<file path="src/rtl/pipe_pkg.sv">
// pipe_pkg: shared pipeline constants and the fetch packet layout {pred_target, pred_taken, inst, pc}
package pipe_pkg;
  localparam int XLEN = 32;
  localparam logic [XLEN-1:0] NOP_INST = 32'h0000_0013;
  typedef struct packed {
    logic [XLEN-1:0] pred_target;
    logic            pred_taken;
    logic [XLEN-1:0] inst;
    logic [XLEN-1:0] pc;
  } fetch_pkt_t;
endpackage

</file>
<file path="src/rtl/if_id_fetch_queue.sv">
// if_id_fetch_queue: FIFO of fetch packets between IF and ID; flush empties it on a mispredict
//   clk, rst (async active-low), flush
//   if_valid/if_ready + if_pc, if_inst, if_pred_taken, if_pred_target : push side
//   id_valid/id_ready + id_pc, id_inst, id_pred_taken, id_pred_target : pop side (NOP/zero when empty)
//   count : occupancy 0..DEPTH
module if_id_fetch_queue
  import pipe_pkg::*;
#(
  parameter int DEPTH = 4
) (
  input  logic                       clk,
  input  logic                       rst,
  input  logic                       flush,
  input  logic                       if_valid,
  output logic                       if_ready,
  input  logic [XLEN-1:0]            if_pc,
  input  logic [XLEN-1:0]            if_inst,
  input  logic                       if_pred_taken,
  input  logic [XLEN-1:0]            if_pred_target,
  output logic                       id_valid,
  input  logic                       id_ready,
  output logic [XLEN-1:0]            id_pc,
  output logic [XLEN-1:0]            id_inst,
  output logic                       id_pred_taken,
  output logic [XLEN-1:0]            id_pred_target,
  output logic [$clog2(DEPTH):0]     count
);
  localparam int AW = $clog2(DEPTH);
  fetch_pkt_t [DEPTH-1:0] mem_q;
  fetch_pkt_t head;
  logic [AW:0] wr_ptr_q, wr_ptr_d, rd_ptr_q, rd_ptr_d;
  logic full, empty, push, pop;
  // pointers carry an extra wrap bit so full and empty are distinguishable
  assign full  = (wr_ptr_q[AW-1:0] == rd_ptr_q[AW-1:0]) && (wr_ptr_q[AW] != rd_ptr_q[AW]);
  assign empty = wr_ptr_q == rd_ptr_q;
  assign push  = if_valid && !full && !flush;
  assign pop   = id_ready && !empty && !flush;
  assign count = wr_ptr_q - rd_ptr_q;
  assign if_ready = !full;
  assign id_valid = !empty;
  assign head = mem_q[rd_ptr_q[AW-1:0]];
  always_comb begin
    wr_ptr_d       = flush ? '0 : wr_ptr_q + {{AW{1'b0}}, push};
    rd_ptr_d       = flush ? '0 : rd_ptr_q + {{AW{1'b0}}, pop};
    id_pc          = empty ? '0 : head.pc;
    id_inst        = empty ? NOP_INST : head.inst;
    id_pred_taken  = empty ? 1'b0 : head.pred_taken;
    id_pred_target = empty ? '0 : head.pred_target;
  end
  always_ff @(posedge clk or negedge rst) begin
    if (!rst) begin
      wr_ptr_q <= '0;
      rd_ptr_q <= '0;
    end else begin
      wr_ptr_q <= wr_ptr_d;
      rd_ptr_q <= rd_ptr_d;
    end
  end
  // storage needs no reset; validity comes from the pointers
  always_ff @(posedge clk) begin
    if (push) mem_q[wr_ptr_q[AW-1:0]] <= '{if_pred_target, if_pred_taken, if_inst, if_pc};
  end
endmodule

</file>
<file path="config.mk">
export PLATFORM = sky130hd
export DESIGN_NAME = if_id_fetch_queue
export DESIGN_NICKNAME = d
export VERILOG_FILES = /design/src/rtl/pipe_pkg.sv /design/src/rtl/if_id_fetch_queue.sv
export SDC_FILE = /design/constraint.sdc
export NUM_CORES = 1
export LEC_CHECK = 0
export CAP_MARGIN = 20
export CELL_PAD_IN_SITES_DETAIL_PLACEMENT = 0
export CELL_PAD_IN_SITES_GLOBAL_PLACEMENT = 1
export CORE_MARGIN = 3
export CORE_UTILIZATION = 40
export CTS_BUF_LIST = sky130_fd_sc_hd__clkbuf_8
export DETAILED_ROUTE_END_ITERATION = 7
export PLACE_DENSITY_LB_ADDON = 0.3
export SYNTH_ARGS = -nofsm -noshare
export SYNTH_HDL_FRONTEND = slang
export SYNTH_SLANG_ARGS = --single-unit
</file>
<file path="constraint.sdc">
create_clock -name clk -period 16.5 [get_ports clk]
set_input_delay 1.65 -clock clk [delete_from_list [all_inputs] [get_ports clk]]
set_output_delay 1.65 -clock clk [all_outputs]
set_load 0.02 [all_outputs]
</file>
# Word level (Yosys, flattened, before mapping)

Cells that the tools add are included.

Output and inout bits: 102
Input port bits: 102
Word-level logic and storage cells: 47
Register bits after elaboration: 394

Reductions and logical operators: 9
$lt $le $gt $ge: 3
Mux-type cells: 11
Add/sub/neg operators: 3
Eq/ne operators: 3

Operators with widths:

| operator             | count |
|---|---|
| $bwmux W388          | 1 |
| $bmux W97 S2         | 1 |
| $demux W97 S2        | 1 |
| $mux W97             | 2 |
| $mux W32             | 3 |
| $add A3 B1 Y3        | 2 |
| $logic_and A1 B1 Y1  | 6 |
| $lt A2 B3 Y1 const B | 2 |
| $mux W3              | 2 |
| $eq A3 B3 Y1         | 1 |
| $logic_not A1 Y1     | 3 |
| $sub A3 B3 Y3        | 1 |
| $eq A2 B2 Y1         | 1 |
| $ge A2 B1 Y1 const B | 1 |
| $mux W1              | 1 |
| $ne A1 B1 Y1         | 1 |

# Depth between registers and ports, before layout

Gate-level depths: netlist of the first run.

Depth after elaboration: 7
Mapped depth: 14
Gate-level depth less buffers: 8

# Worst setup path before layout of the first run

Ideal clock, no wire load.

Path kind: input-to-reg
Start point: input port flush
End point: register mem_q[0] (netlist bit), enable pin
Stages: 2
Slack: -1.473 ns
Path buffers: 0
Arrival time: 16.906 ns
Setup time: 1.067 ns
Cell sequence: nand2b_1 a2111oi_0

Longest elaborated chain between the ends: 2

Ends and longest elaborated chain:

| element                        | line                    | RTL |
|---|---|---|
| start: declaration             | if_id_fetch_queue.sv:13 | `input logic flush,` |
| $logic_not A1 Y1               | if_id_fetch_queue.sv:36 | `assign push = if_valid && !full && !flush;` |
| $logic_and A1 B1 Y1            | if_id_fetch_queue.sv:36 |  |
| end signal: indexed assignment | if_id_fetch_queue.sv:61 | `if (push) mem_q[wr_ptr_q[AW-1:0]] <= '{if_pred_target, if_pred_taken, if_inst, if_pc};` |
| end: declaration               | if_id_fetch_queue.sv:29 | `fetch_pkt_t [DEPTH-1:0] mem_q;` |

No other way between the ends.
A chain may end at the register's enable or synchronous reset.

# Final worst setup path of the first run

Start point: register rd_ptr_q[1]
End point: output port id_inst[31]

Longest elaborated chain between the ends: 3
Elaborated cells on any way between the ends: 4

Ends and longest elaborated chain:

| element                        | line                    | RTL |
|---|---|---|
| start: declaration             | if_id_fetch_queue.sv:31 | `logic [AW:0] wr_ptr_q, wr_ptr_d, rd_ptr_q, rd_ptr_d;` |
| start signal: assignment       | if_id_fetch_queue.sv:56 | `rd_ptr_q <= rd_ptr_d;` |
| $bmux W97 S2                   | if_id_fetch_queue.sv:41 | `assign head = mem_q[rd_ptr_q[AW-1:0]];` |
| $mux W97 (not written as such) | if_id_fetch_queue.sv:41 |  |
| $mux W32 *                     | if_id_fetch_queue.sv:46 | `id_inst = empty ? NOP_INST : head.inst;` |
| end: declaration               | if_id_fetch_queue.sv:23 | `output logic [XLEN-1:0] id_inst,` |

Every way passes the cells marked *; elsewhere a longest branch is shown, timed or not. The select of a mux whose other input is x is not followed.

==> metrics, run 1 <==
critical path required time 14850 ps; Cell variety after synth 24; worst-path fanout max 55; Worst EP arrival between 3000 and 4000 ps; post-layout minimum cycle time between 5000 and 6000 ps; fin nets slightly above 1000; Vias/cell approximately 5.1; first-pass GRT wire length between 40 and 50 mm; reg2reg start rd_ptr_q[1]$_DFF_PN0_; layout cells sized above 1 21.39%; Area contributors post-synth edfxtp_1 77%, mux4_2 14%, a21boi_0 4.2%, dfrtp_1 0.99%, clkbuf_1 0.54%; Skew-Pair Late Insertion Delay 590 ps; pre-CTS worst setup slack about 12000 ps; Reg clk slew, reported paths roughly 50 ps; total CTS buffers 68; die height a little over 200 um; Worst VDD drop around 70 uV; R2R cell count 6; vias in the first global route slightly above 8000; crit path capture id_inst[31]; I/O Buffers between 200 and 250; number of synthesized flops with an enable pin 388; Critical Path Stages 6; Vias between 7000 and 8000; CP peak stage delay between 900 and 1000 ps; LEAKAGE roughly 6.0 nW; Critical Path Slowest Stage Cell dfrtp_4; hold_ws ~640 ps; Critical Path Source rd_ptr_q[1]$_DFF_PN0_; Cells after DPL between 1000 and 1500; Synth Flop Type edfxtp_1; Starting Density 41.11%; Final period util around 33%; Rows 70; Worst R2R End mem_q[45]$_DFFE_PP_; register area share after synthesis 77.49%; Total Wirelength 31.96 mm; Die X-Extent 201.1 um; clock root buffer clkbuf_8; power per cell area ~110 nW/um^2; Cells after Synth about 670; Startpoint Class flop; drt wl/cell between 20 and 25 um; most numerous cell in the Yosys netlist edfxtp_1; cells along the critical path inv_1 > ha_1 > and2_4 > buf_4 > a21boi_0 > clkdlybuf4s50_1; crit end category primary output; setup ws final about 11000 ps; cell area after synthesis between 15000 and 20000 um^2; Max Clk Rate about 0.18 GHz; Slew Limit Fails 0; Tot GR Track Use roughly 16%; most frequent cells after synthesis 388 x edfxtp_1, 97 x mux4_2, 85 x a21boi_0; delay-heaviest family, CP buffers and inverters; CTS tree yes; Buffers & Inverters on Critical Path 3; Final Hold Viols 0; Antenna Nets Post-Route 0; H-tree depth 3; initial antenna violation count 1; post-CTS setup repair buffer count 0; worst hold path class reg2reg; Synth Register Bits roughly 400; Mapped Nets a little under 800; clock skew 15.12 ps; RSZ-0062 raised after global routing false; Final HPWL DP between 15 and 20 mm; gpl congestion approximately 0.68; Mapped Avg Cell Area ~23 um^2; n_diodes 0; Max Root-Sink Buffers 3; Min-Delay Startpoint wr_ptr_q[2]$_DFF_PN0_; worst setup path class reg2out; cell taking the most area after synthesis edfxtp_1; CORE AREA ~37000 um^2; I/O pins approximately 200; endpoints failing setup 0; Yosys warnings 0; DR pass1 iterations 4; DR iter-0 viols a little over 400; max-capacitance violation count 0; CTS Hold Bufs 0; Worst-Margin Slew about 880 ps; DR DRC count 0; flop-to-flop setup slack roughly 13000 ps; Clock Sink Count just under 400; status complete, no violations; largest net degree at the start of global routing 70; ys async rst share between 1.5 and 2%; total congestion overflow 0; Synth top area share 76.50%; synth-to-layout area growth 25.39%; Die Area 40450 um^2; final std cells w/o fill approximately 1500; Fill cells about 3000; slew margin rel. between 40% and 50%; post-cts resize count 0
cell families (layout without fill, tap and decap cells):
| logic type | count (synthesis) | after routing | share of synthesized area, % |
|---|---|---|---|
| mux | 97 | 97 | 14.34 |
| fa+ha+maj | 7 | 7 | 0.6244 |
| flops | 394 | 394 | 77.49 |
| simple gates | 11 | 11 | 0.3862 |
| xor+xnor | 5 | 5 | 0.2875 |
| buf+inv | 49 | 346 | 1.791 |
| compound gates | 103 | 103 | 5.077 |
how the worst min path moves through the flow:
stage,end,depth (start not counted)
3_3_place_gp,wr_ptr_q[2]$_DFF_PN0_,2
2_1_floorplan,rd_ptr_q[2]$_DFF_PN0_,2
4_1_cts,wr_ptr_q[2]$_DFF_PN0_,2
5_1_grt,wr_ptr_q[2]$_DFF_PN0_,2
6_report,wr_ptr_q[2]$_DFF_PN0_,2
3_5_place_dp,wr_ptr_q[2]$_DFF_PN0_,2
cells in the final DEF, fill, tap and decap left out:
cell type        instances
inv_1                   26
bufinv_16                2
dfrtp_1                  4
and2_4                   1
clkinv_1                16
a21boi_1                 9
buf_16                   1
xnor2_2                  1
xor2_1                   1
xnor2_1                  3
a2111oi_2                4
nand2b_1                 2
clkinv_2                 5
clkdlybuf4s50_1        203
buf_4                   15
inv_6                    3
dfrtp_4                  2
ha_1                     6
a21boi_0                85
nand2_1                  2
nor2_1                   2
nor2b_1                  4
clkbuf_8                74
edfxtp_1               388
a21o_1                   3
fa_1                     1
a21oi_1                  2
mux4_2                  97
clkinvlp_4               1
metrics by stage:
step / instance area [um^2] / power (mW) / setup TNS (ps) / utilization (%)
global placement: 17790 / 1.373 / 0 / 48.03
global route: 19100 / 2.274 / 0 / 51.55
finish: 19100 / 2.176 / 0 / 51.55
CTS: 19070 / 2.211 / 0 / 51.47
detailed placement: 17790 / 1.375 / 0 / 48.03
floorplan: 15230 / 1.273 / -571330 / -
area by class of cell:
| type | count | area, um^2 | share of cell area (%) |
|---|---|---|---|
| clock buffer | 74 | 1018 | 5.333 |
| clock inverter | 48 | 257.7 | 1.350 |
| inverter | 5 | 18.77 | 0.09828 |
| multi-input combinational | 223 | 3191 | 16.71 |
| sequential | 394 | 11810 | 61.84 |
| tap | 504 | 630.6 | 3.302 |
| timing repair buffer | 219 | 2172 | 11.37 |
flip-flops by register name, summed over array words and instances, names as in the netlist:
| register | cells |
|---|---|
| mem_q | 388 |
| rd_ptr_q | 3 |
| wr_ptr_q | 3 |
routing by layer:
| metal | up-vias | global-route usage [%] | share of wire, % |
|---|---|---|---|
| li1 | 3316 | - | - |
| met1 | 3877 | 21.53 | 43 |
| met2 | 204 | 25.52 | 49 |
| met5 | - | 0 | 0.047 |
| met4 | 2 | 4.718 | 1.3 |
| met3 | 30 | 4.562 | 5.7 |
where the power goes:
group | switching [mW] | internal, mW | leakage, nW
Combinational | 0.111 | 0.108 | 1.70
Clock | 0.380 | 0.445 | 0.731
Sequential | 0.00776 | 1.12 | 3.60
worst min-delay path, delay by kind of cell (launching register included):
kind | cells | cell delay (ps)
flip-flops | 1 | 430
XOR/XNOR | 1 | 140
AND/OR/NAND/NOR | 1 | 40
(Power assumes the default switching activity.)
==> inputs of run 2 (changes only) <==
==> constraint.sdc (replaced) <==
create_clock -name clk -period 4.6 [get_ports clk]
set_input_delay 0.46 -clock clk [delete_from_list [all_inputs] [get_ports clk]]
set_output_delay 0.46 -clock clk [all_outputs]
set_load 0.02 [all_outputs]
==> metrics, run 2 (synthesis results as in run 1) <==
Reg clk slew, reported paths 60 ps (about the same); Rows 70 (unchanged); drt wl/cell 21.34 um (-2.0%); CTS tree yes; largest net degree at the start of global routing 101 (+44%); gpl congestion 0.6890 (+1.3%); LEAKAGE 5.962 nW (-1.2%); RSZ-0062 raised after global routing false; endpoints failing setup 0 (unchanged); vias in the first global route 8041 (-0.075%); die height 201.1 um (unchanged); synth-to-layout area growth 25.08%; Antenna Nets Post-Route 0 (unchanged); total CTS buffers 61 (-10%); clock skew 8.357 ps (-6.761 ps); I/O Buffers 203 (unchanged); hold_ws 72.23 ps (-568.8 ps); CTS Hold Bufs 0 (unchanged); post-cts resize count 0 (unchanged); fin util 51.42% (-0.13 points); max-capacitance violation count 0 (unchanged); total congestion overflow 0 (unchanged); Vias 7399 (-0.40%); flop-to-flop setup slack 1540 ps (-11200 ps); max reg flops 388 (unchanged); worst-path fanout max 99 (+80%); worst setup path class reg2out; critical path required time 4140 ps (-10710 ps); power per cell area 393.7 nW/um^2 (+250%); initial antenna violation count 3 (+2); CORE AREA 37050 um^2 (unchanged); Final period util 84.66%; Skew-Pair Late Insertion Delay 640 ps (+50 ps); slew margin rel. 29.95% (-12 points); CP peak stage delay 780 ps (-140 ps); post-CTS setup repair buffer count 0 (unchanged); Worst VDD drop 249.1 uV (+250%); Worst EP arrival 3430 ps (-420 ps); DR iter-0 viols 399 (-2.4%); Final HPWL DP 17.23 mm (-5.2%); worst hold path class in2async; Tot GR Track Use 15.47% (-0.49 points); Worst-Margin Slew 1051 ps (+174.6 ps); Starting Density 41.11% (unchanged); DR DRC count 0 (unchanged); Startpoint Class flop; Max Clk Rate 0.2568 GHz; Critical Path Slowest Stage Cell and2_4; commonest non-fill, non-tap cell in the layout edfxtp_1; cells along the critical path inv_1 > ha_1 > and2_4 > a21boi_0 > clkdlybuf4s50_1; clock root buffer clkbuf_8; fin nets 1010 (-0.98%); Fill cells 2999 (-0.43%); crit end category primary output; Total Wirelength 31.01 mm (-3.0%); status complete, no violations; commonest non-fill, non-tap cells in the layout 388 x edfxtp_1, 203 x clkdlybuf4s50_1, 97 x mux4_2; I/O pins 204 (unchanged); Final Hold Viols 0 (unchanged); DR pass1 iterations 4 (unchanged); Die X-Extent 201.1 um (unchanged); Vias/cell 5.092 (+0.56%); Max Root-Sink Buffers 3 (unchanged); Clock Sink Count 394 (unchanged); first-pass GRT wire length 47.99 mm (-2.6%); H-tree depth 2 (-1); Slew Limit Fails 0 (unchanged); layout cells sized above 1 20.06% (-1.3 points); Die Area 40450 um^2 (unchanged); post-layout minimum cycle time a little under 4000 ps
run 2: cell count changes in the layout (fill, tap and decap cells not counted):
cell       previous run  this run
buf_4                15         4
clkinv_2              5         4
buf_16                1         0
inv_2                 0         1
inv_6                 3         1
diode_2               0         2
inv_8                 0         1
a2111oi_2             4         0
clkbuf_8             74        62
a2111oi_4             0         4
buf_12                0         9
run 2: report_power, final:
| part | switching [mW] | internal, mW |
|---|---|---|
| registers | 0.0168 | 4.03 |
| clock network | 1.29 | 1.36 |
| logic | 0.410 | 0.395 |
run 2: critical path, delay by kind of cell, from the launching register on:
| family | cells | cell delay [ps] |
|---|---|---|
| fa+ha+maj | 1 | 330 |
| simple gates | 1 | 780 |
| buf+inv | 2 | 800 |
| flops | 1 | 460 |
| compound gates | 1 | 310 |
run 2: through the flow:
step	total power, mW	instance area [um^2]	setup TNS (ps)	cells	setup WS [ps]
after floorplan	4.546	15330	-251800	666	-649.0
after global placement	4.929	17940	0	1342	1321
after detailed placement	4.939	17940	0	1342	1273
after CTS	7.633	19040	0	1451	550.8
after global routing	7.832	19050	0	1452	437.3
final	7.500	19050	0	1453	705.8
run 2: final timing paths:
kind                                  startpoint                    end  cells after the start
setup / recovery           wr_ptr_q[0]$_DFF_PN0_            id_inst[14]                      5
hold / removal                               rst  rd_ptr_q[1]$_DFF_PN0_                      1
setup reg to reg           wr_ptr_q[0]$_DFF_PN0_   mem_q[164]$_DFFE_PP_                      6
hold reg to reg            wr_ptr_q[2]$_DFF_PN0_  wr_ptr_q[2]$_DFF_PN0_                      2
max in group asynchronous                    rst  rd_ptr_q[0]$_DFF_PN0_                      1
min in group clk                      if_inst[7]   mem_q[233]$_DFFE_PP_                      1
run 2: layout make-up:
class,instances,area [um^2],area share [%]
diodes,2,5.005,0.02627
clock buffers,62,853.3,4.479
clock inverters,47,250.2,1.314
inverters,5,18.77,0.09852
multi-input cells,223,3241,17.01
flip-flops and latches,394,11810,61.99
well taps,504,630.6,3.310
repair buffers,216,2242,11.77
run 2: routing by layer:
metal | wire length [um] | vias to the layer above | track usage (%)
met3 | 2072 | 52 | 4.271
met2 | 14740 | 222 | 24.53
li1 | - | 3286 | -
met1 | 13530 | 3835 | 20.67
met4 | 635 | 4 | 5.696
met5 | 27 | - | 0
==> edit 1: new RTL, flow settings as in run 2 <==
Change the package constant `XLEN` from 32 to 24.
--- a/src/rtl/pipe_pkg.sv
+++ b/src/rtl/pipe_pkg.sv
@@ -1,6 +1,6 @@
 // pipe_pkg: shared pipeline constants and the fetch packet layout {pred_target, pred_taken, inst, pc}
 package pipe_pkg;
-  localparam int XLEN = 32;
+  localparam int XLEN = 24;
   localparam logic [XLEN-1:0] NOP_INST = 32'h0000_0013;
   typedef struct packed {
     logic [XLEN-1:0] pred_target;
Interface: changed (6 resized); port bits go from 204 to 156. The function was not compared with the original's and may differ.
==> edit 1 against run 2 <==
Critical path depth stayed put; wire length is 23% lower; sequential cell count is 96 lower; hold slack better by 81 ps; synthesized area is 23% lower; total power is 23% lower; first-iteration DRC count is 3.8% higher; worst setup slack better by 130 ps; utilization is 0.39 points lower; maximum frequency is 3.4% higher; sequential share of layout area is 1.2 points lower; final area is 23% lower; critical endpoint is now id_pred_target[10]; highest routed layer unchanged.
==> edit 1: results (changes against run 2) <==
CP Max Fanout = 81 (-18%)
Post-synthesis sequential area ratio = 0.761 (-0.0135)
Most frequent cells after synthesis = edfxtp_1 (292), a21boi_0 (67), mux4_1 (38)
H-tree Lvls = 2 (unchanged)
Vias per inst = 5.14 (+0.92%)
Clock slew at reported path FFs = 60 ps (about the same)
Synth area leaders = edfxtp_1 (75%), mux4_1 (8.5%), mux4_2 (6.7%)
DRT met1 WL = 10.0 mm (-26%)
Setup Buffers After CTS = 0 (unchanged)
Num CTS Buffers = 51 (-16%)
Worst-Margin Slew = 1000 ps (-50.9 ps)
Initial antenna violation count = 2 (-1)
Maximum number of pins on one net before global-route repair = 82 (-19%)
Leakage = 4.72 nW (-21%)
PortBufs = 155 (-24%)
CP Data Arrival Time = 3310 ps (-120 ps)
Share of post-route cells with drive strength above 1 = 0.151 (-0.0498)
Met2 WL post-DR = 11.7 mm (-21%)
Hold crit path type = input port to async pin
Vias in the first global route = 6343 (-21%)
Worst skew pair latency = 550 ps (-90 ps)
Status = finished clean
Final WL = 23.9 mm (-23%)
Number of synthesized flops with an enable pin = 292 (-25%)
Clock Skew = 20.6 ps (+12.3 ps)
Switching Power = 1.30 mW (-24%)
Largest register FFs = 292 (-25%)
First drt pass iteration count = 5 (+1)
Area after DPL = 13800 µm² (-23%)
VDD IR max = 0.000251 V (+0.90%)
Highest Signal Layer = met5
Gr usage total = 0.154 (-0.000585)
Post-synth ARST share = 0.0201 (+0.00491)
Total Nets Final = 781 (-23%)
GP Congestion = 0.689 (about the same)
Syn. warnings = 0 (unchanged)
Resized Gates After CTS = 0 (unchanged)
CTS Root Cell = clkbuf_8
Hpwl dp = 13.0 mm (-25%)
Synth top area share = 0.749 (-0.0165)
Met3 WL = 1.84 mm (-11%)
Initial DRC Count = 414 (+3.8%)
Distinct cells, synth = 23 (-4.2%)
Global-route wire length before repair = 36.9 mm (-23%)
Mapped Nets = 596 (-23%)
Max clock buf depth = 3 (unchanged)
## edit 1: worst max-delay path, cell delays in order, from the launching register on
cell and delay, ps:
dfrtp_1 470, inv_1 170, ha_1 350, and2_4 780, a21boi_0 340, clkdlybuf4s50_1 620
## edit 1: power by group through the flow
stage	clock [mW]	combinational, mW	sequential, mW
after global routing	2.31	0.648	3.06
after floorplan	0	0.312	3.12
after CTS	2.18	0.619	3.06
after detailed placement	0	0.616	3.12
after global placement	0	0.610	3.11
final	2.10	0.605	3.06
## edit 1: path summary, 6_finish.rpt
path / startpoint / endpoint / slack (ps) / depth (start not counted)
max reg2reg: wr_ptr_q[0] / mem_q[273] / 1790 / 5
min: rst / wr_ptr_q[0] / 150 / 1
min in group clk: if_pred_target[16] / mem_q[138] / 540 / 1
max in group asynchronous: rst / rd_ptr_q[1] / 4190 / 1
min reg2reg: wr_ptr_q[2] / wr_ptr_q[2] / 640 / 2
max: wr_ptr_q[0] / id_pred_target[10] / 830 / 5
## edit 1: cell type report
class / count / area (µm²)
repair buffers: 165 / 1680
multi-input cells: 175 / 2660
inverters: 5 / 18.8
flip-flops and latches: 298 / 8930
clock buffers: 54 / 743
diodes: 1 / 2.50
clock inverters: 39 / 176
fillers: 2288 / 14100
well taps: 384 / 480
## edit 1: through the flow
stage               hold WS, ps   util  setup WS, ps  total power [mW]  instances
finish                      154  0.510           833              5.77       1121
global route                125  0.510           633              6.02       1120
CTS                         115  0.510           736              5.86       1120
detailed placement          625  0.478          1370              3.73       1027
global placement            608  0.478          1390              3.72       1027
floorplan                   164      -         -1850              3.43        511
## edit 1: cell families after synthesis
| family | after synthesis | synth area share |
|---|---|---|
| AOI/OAI and AO/OA | 79 | 0.0506 |
| muxes | 73 | 0.153 |
| and+or+nand+nor | 11 | 0.00502 |
| xor gates and xnor gates | 5 | 0.00374 |
| adders and majority gates | 7 | 0.00812 |
| buffers and inverters | 38 | 0.0186 |
| DFF | 298 | 0.761 |
## edit 1: per-layer routing
metal  vias to the layer above  track usage
met5                         -            0
li1                       2571            -
met4                         2       0.0376
met2                       188        0.252
met1                      2974        0.204
met3                        26       0.0478
==> edit 2: new RTL, settings of run 2 <==
Without the edit above. Register the output `id_pred_target`, cleared by the reset; this adds one clock of latency there. The other outputs are not delayed to match.
--- a/src/rtl/if_id_fetch_queue.sv
+++ b/src/rtl/if_id_fetch_queue.sv
@@ -26,6 +26,8 @@
   output logic [$clog2(DEPTH):0]     count
 );
   localparam int AW = $clog2(DEPTH);
+
+  logic [XLEN-1:0] id_pred_target_d;
   fetch_pkt_t [DEPTH-1:0] mem_q;
   fetch_pkt_t head;
   logic [AW:0] wr_ptr_q, wr_ptr_d, rd_ptr_q, rd_ptr_d;
@@ -45,7 +47,7 @@
     id_pc          = empty ? '0 : head.pc;
     id_inst        = empty ? NOP_INST : head.inst;
     id_pred_taken  = empty ? 1'b0 : head.pred_taken;
-    id_pred_target = empty ? '0 : head.pred_target;
+    id_pred_target_d = empty ? '0 : head.pred_target;
   end
   always_ff @(posedge clk or negedge rst) begin
     if (!rst) begin
@@ -60,5 +62,13 @@
   always_ff @(posedge clk) begin
     if (push) mem_q[wr_ptr_q[AW-1:0]] <= '{if_pred_target, if_pred_taken, if_inst, if_pc};
   end
+  always_ff @(posedge clk or negedge rst) begin
+    if (!rst) begin
+      id_pred_target <= '0;
+    end else begin
+      id_pred_target <= id_pred_target_d;
+    end
+  end
+
 endmodule
 
Check against the original RTL: not equivalent (a bounded check fails within 4 cycles, from zero or initial values and one cycle with rst low).
==> edit 2 against run 2 <==
Count of clock-buffer cells in the layout is 16 higher; wire length up 4.9%; critical path depth up 1; first-iteration DRC count shrank 11%; synthesized area rose by 5.3%; sequential cell count increased by 32; global-route usage about the same; final area rose by 5.3%; total power is 10% higher; via count rose by 4.4%; worst setup slack worse by 120 ps; critical path type unchanged; critical endpoint is now id_pc[20].
==> edit 2: results (changes against run 2) <==
Status = finished clean
Met3 WL = 2.34 mm (+13%)
Met2 GRT Util = 0.240 (-0.00548)
Fillers = 3197 (+6.6%)
CP max-delay cell = and2_4
Leakage = 6.51 nW (+9.2%)
Met2 WL post-DR = 15.3 mm (+3.7%)
Multi-input combinational area share = 0.162 (-0.00854)
Total number of vias = 7727 (+4.4%)
Buffering overhead = 0.110 (-0.00791)
Layout area overhead = 25.1% (about the same)
CP Data Arrival Time = 3550 ps (+120 ps)
Share of post-route cells with drive strength above 1 = 0.215 (+0.0146)
Hold_ws = 20.1 ps (-52.1 ps)
Final Cycle Share = 0.872 (+0.0257)
Dpl ws = 1210 ps (-65.5 ps)
#FFs+latches synth = 426 (+8.1%)
CP Max Fanout = 75 (-24%)
Inverter count = 5 (unchanged)
Vias per inst = 5.09 (about the same)
Synth area leaders = edfxtp_1 (73%), mux4_2 (14%), dfrtp_1 (5.9%)
Reg2reg path depth = 5 (-1)
ANT cells = 0 (-2)
Hpwl dp = 17.8 mm (+3.1%)
Met1 Usage GRT = 0.211 (+0.00399)
VDD IR max = 0.000218 V (-12%)
Total Nets Final = 1053 (+4.3%)
Core ar. = 39100 µm² (+5.5%)
Final clock-cell share = 0.0667 (+0.00876)
Worst skew pair latency = 600 ps (-40 ps)
Post-synthesis sequential area ratio = 0.786 (+0.0112)
GP Congestion = 0.660 (-4.2%)
Post-synth ARST share = 0.0892 (+0.0740)
Global-route wire length before repair = 49.2 mm (+2.6%)
Num CTS Buffers = 70 (+15%)
Count of non-CTS buffers in the layout = 218 (+0.93%)
Syn Area/Cell = 23.0 µm² (+0.43%)
Worst-Margin Slew = 990 ps (-60.7 ps)
CP max stage delay = 760 ps (-20 ps)
Placed Instances = 1390 (+3.6%)
Initial DRC Count = 357 (-11%)
Met3 Use GR = 0.0493 (+0.00659)
Maximum number of pins on one net before global-route repair = 100 (-0.99%)
Clock Skew = 31.3 ps (+22.9 ps)
Area after DPL = 18700 µm² (+4.3%)
Wirelength per Cell = 21.4 µm (+0.50%)
Mapped Nets = 807 (+4.1%)
DRT met1 WL = 14.3 mm (+5.4%)
FF-to-FF End = mem_q[115]
==> edit 2: worst min path at each step <==
| stage | from | endpoint |
|---|---|---|
| 3_3_place_gp | rd_ptr_q[2] | rd_ptr_q[2] |
| 6_report | rst | id_pred_target[17] |
| 2_1_floorplan | rst | id_pred_target[0] |
| 3_5_place_dp | rd_ptr_q[2] | rd_ptr_q[2] |
| 5_1_grt | rst | id_pred_target[17] |
| 4_1_cts | rst | id_pred_target[17] |
==> edit 2: cell families (layout without fill, tap and decap cells) <==
family                     count (synthesis)  count (layout)  synth area share
DFF                                      426             426             0.786
AOI/OAI and AO/OA                        103             103            0.0482
muxes                                     97              97             0.136
buffers and inverters                     49             350            0.0170
and+or+nand+nor                           11              11           0.00367
adders and majority gates                  7               7           0.00593
xor gates and xnor gates                   5               5           0.00273
==> edit 2: where the power goes <==
group	leakage (nW)	switching [mW]	internal (mW)	total, mW
logic	1.71	0.413	0.395	0.808
clock network	0.765	1.43	1.67	3.11
registers	4.03	0.0292	4.34	4.37
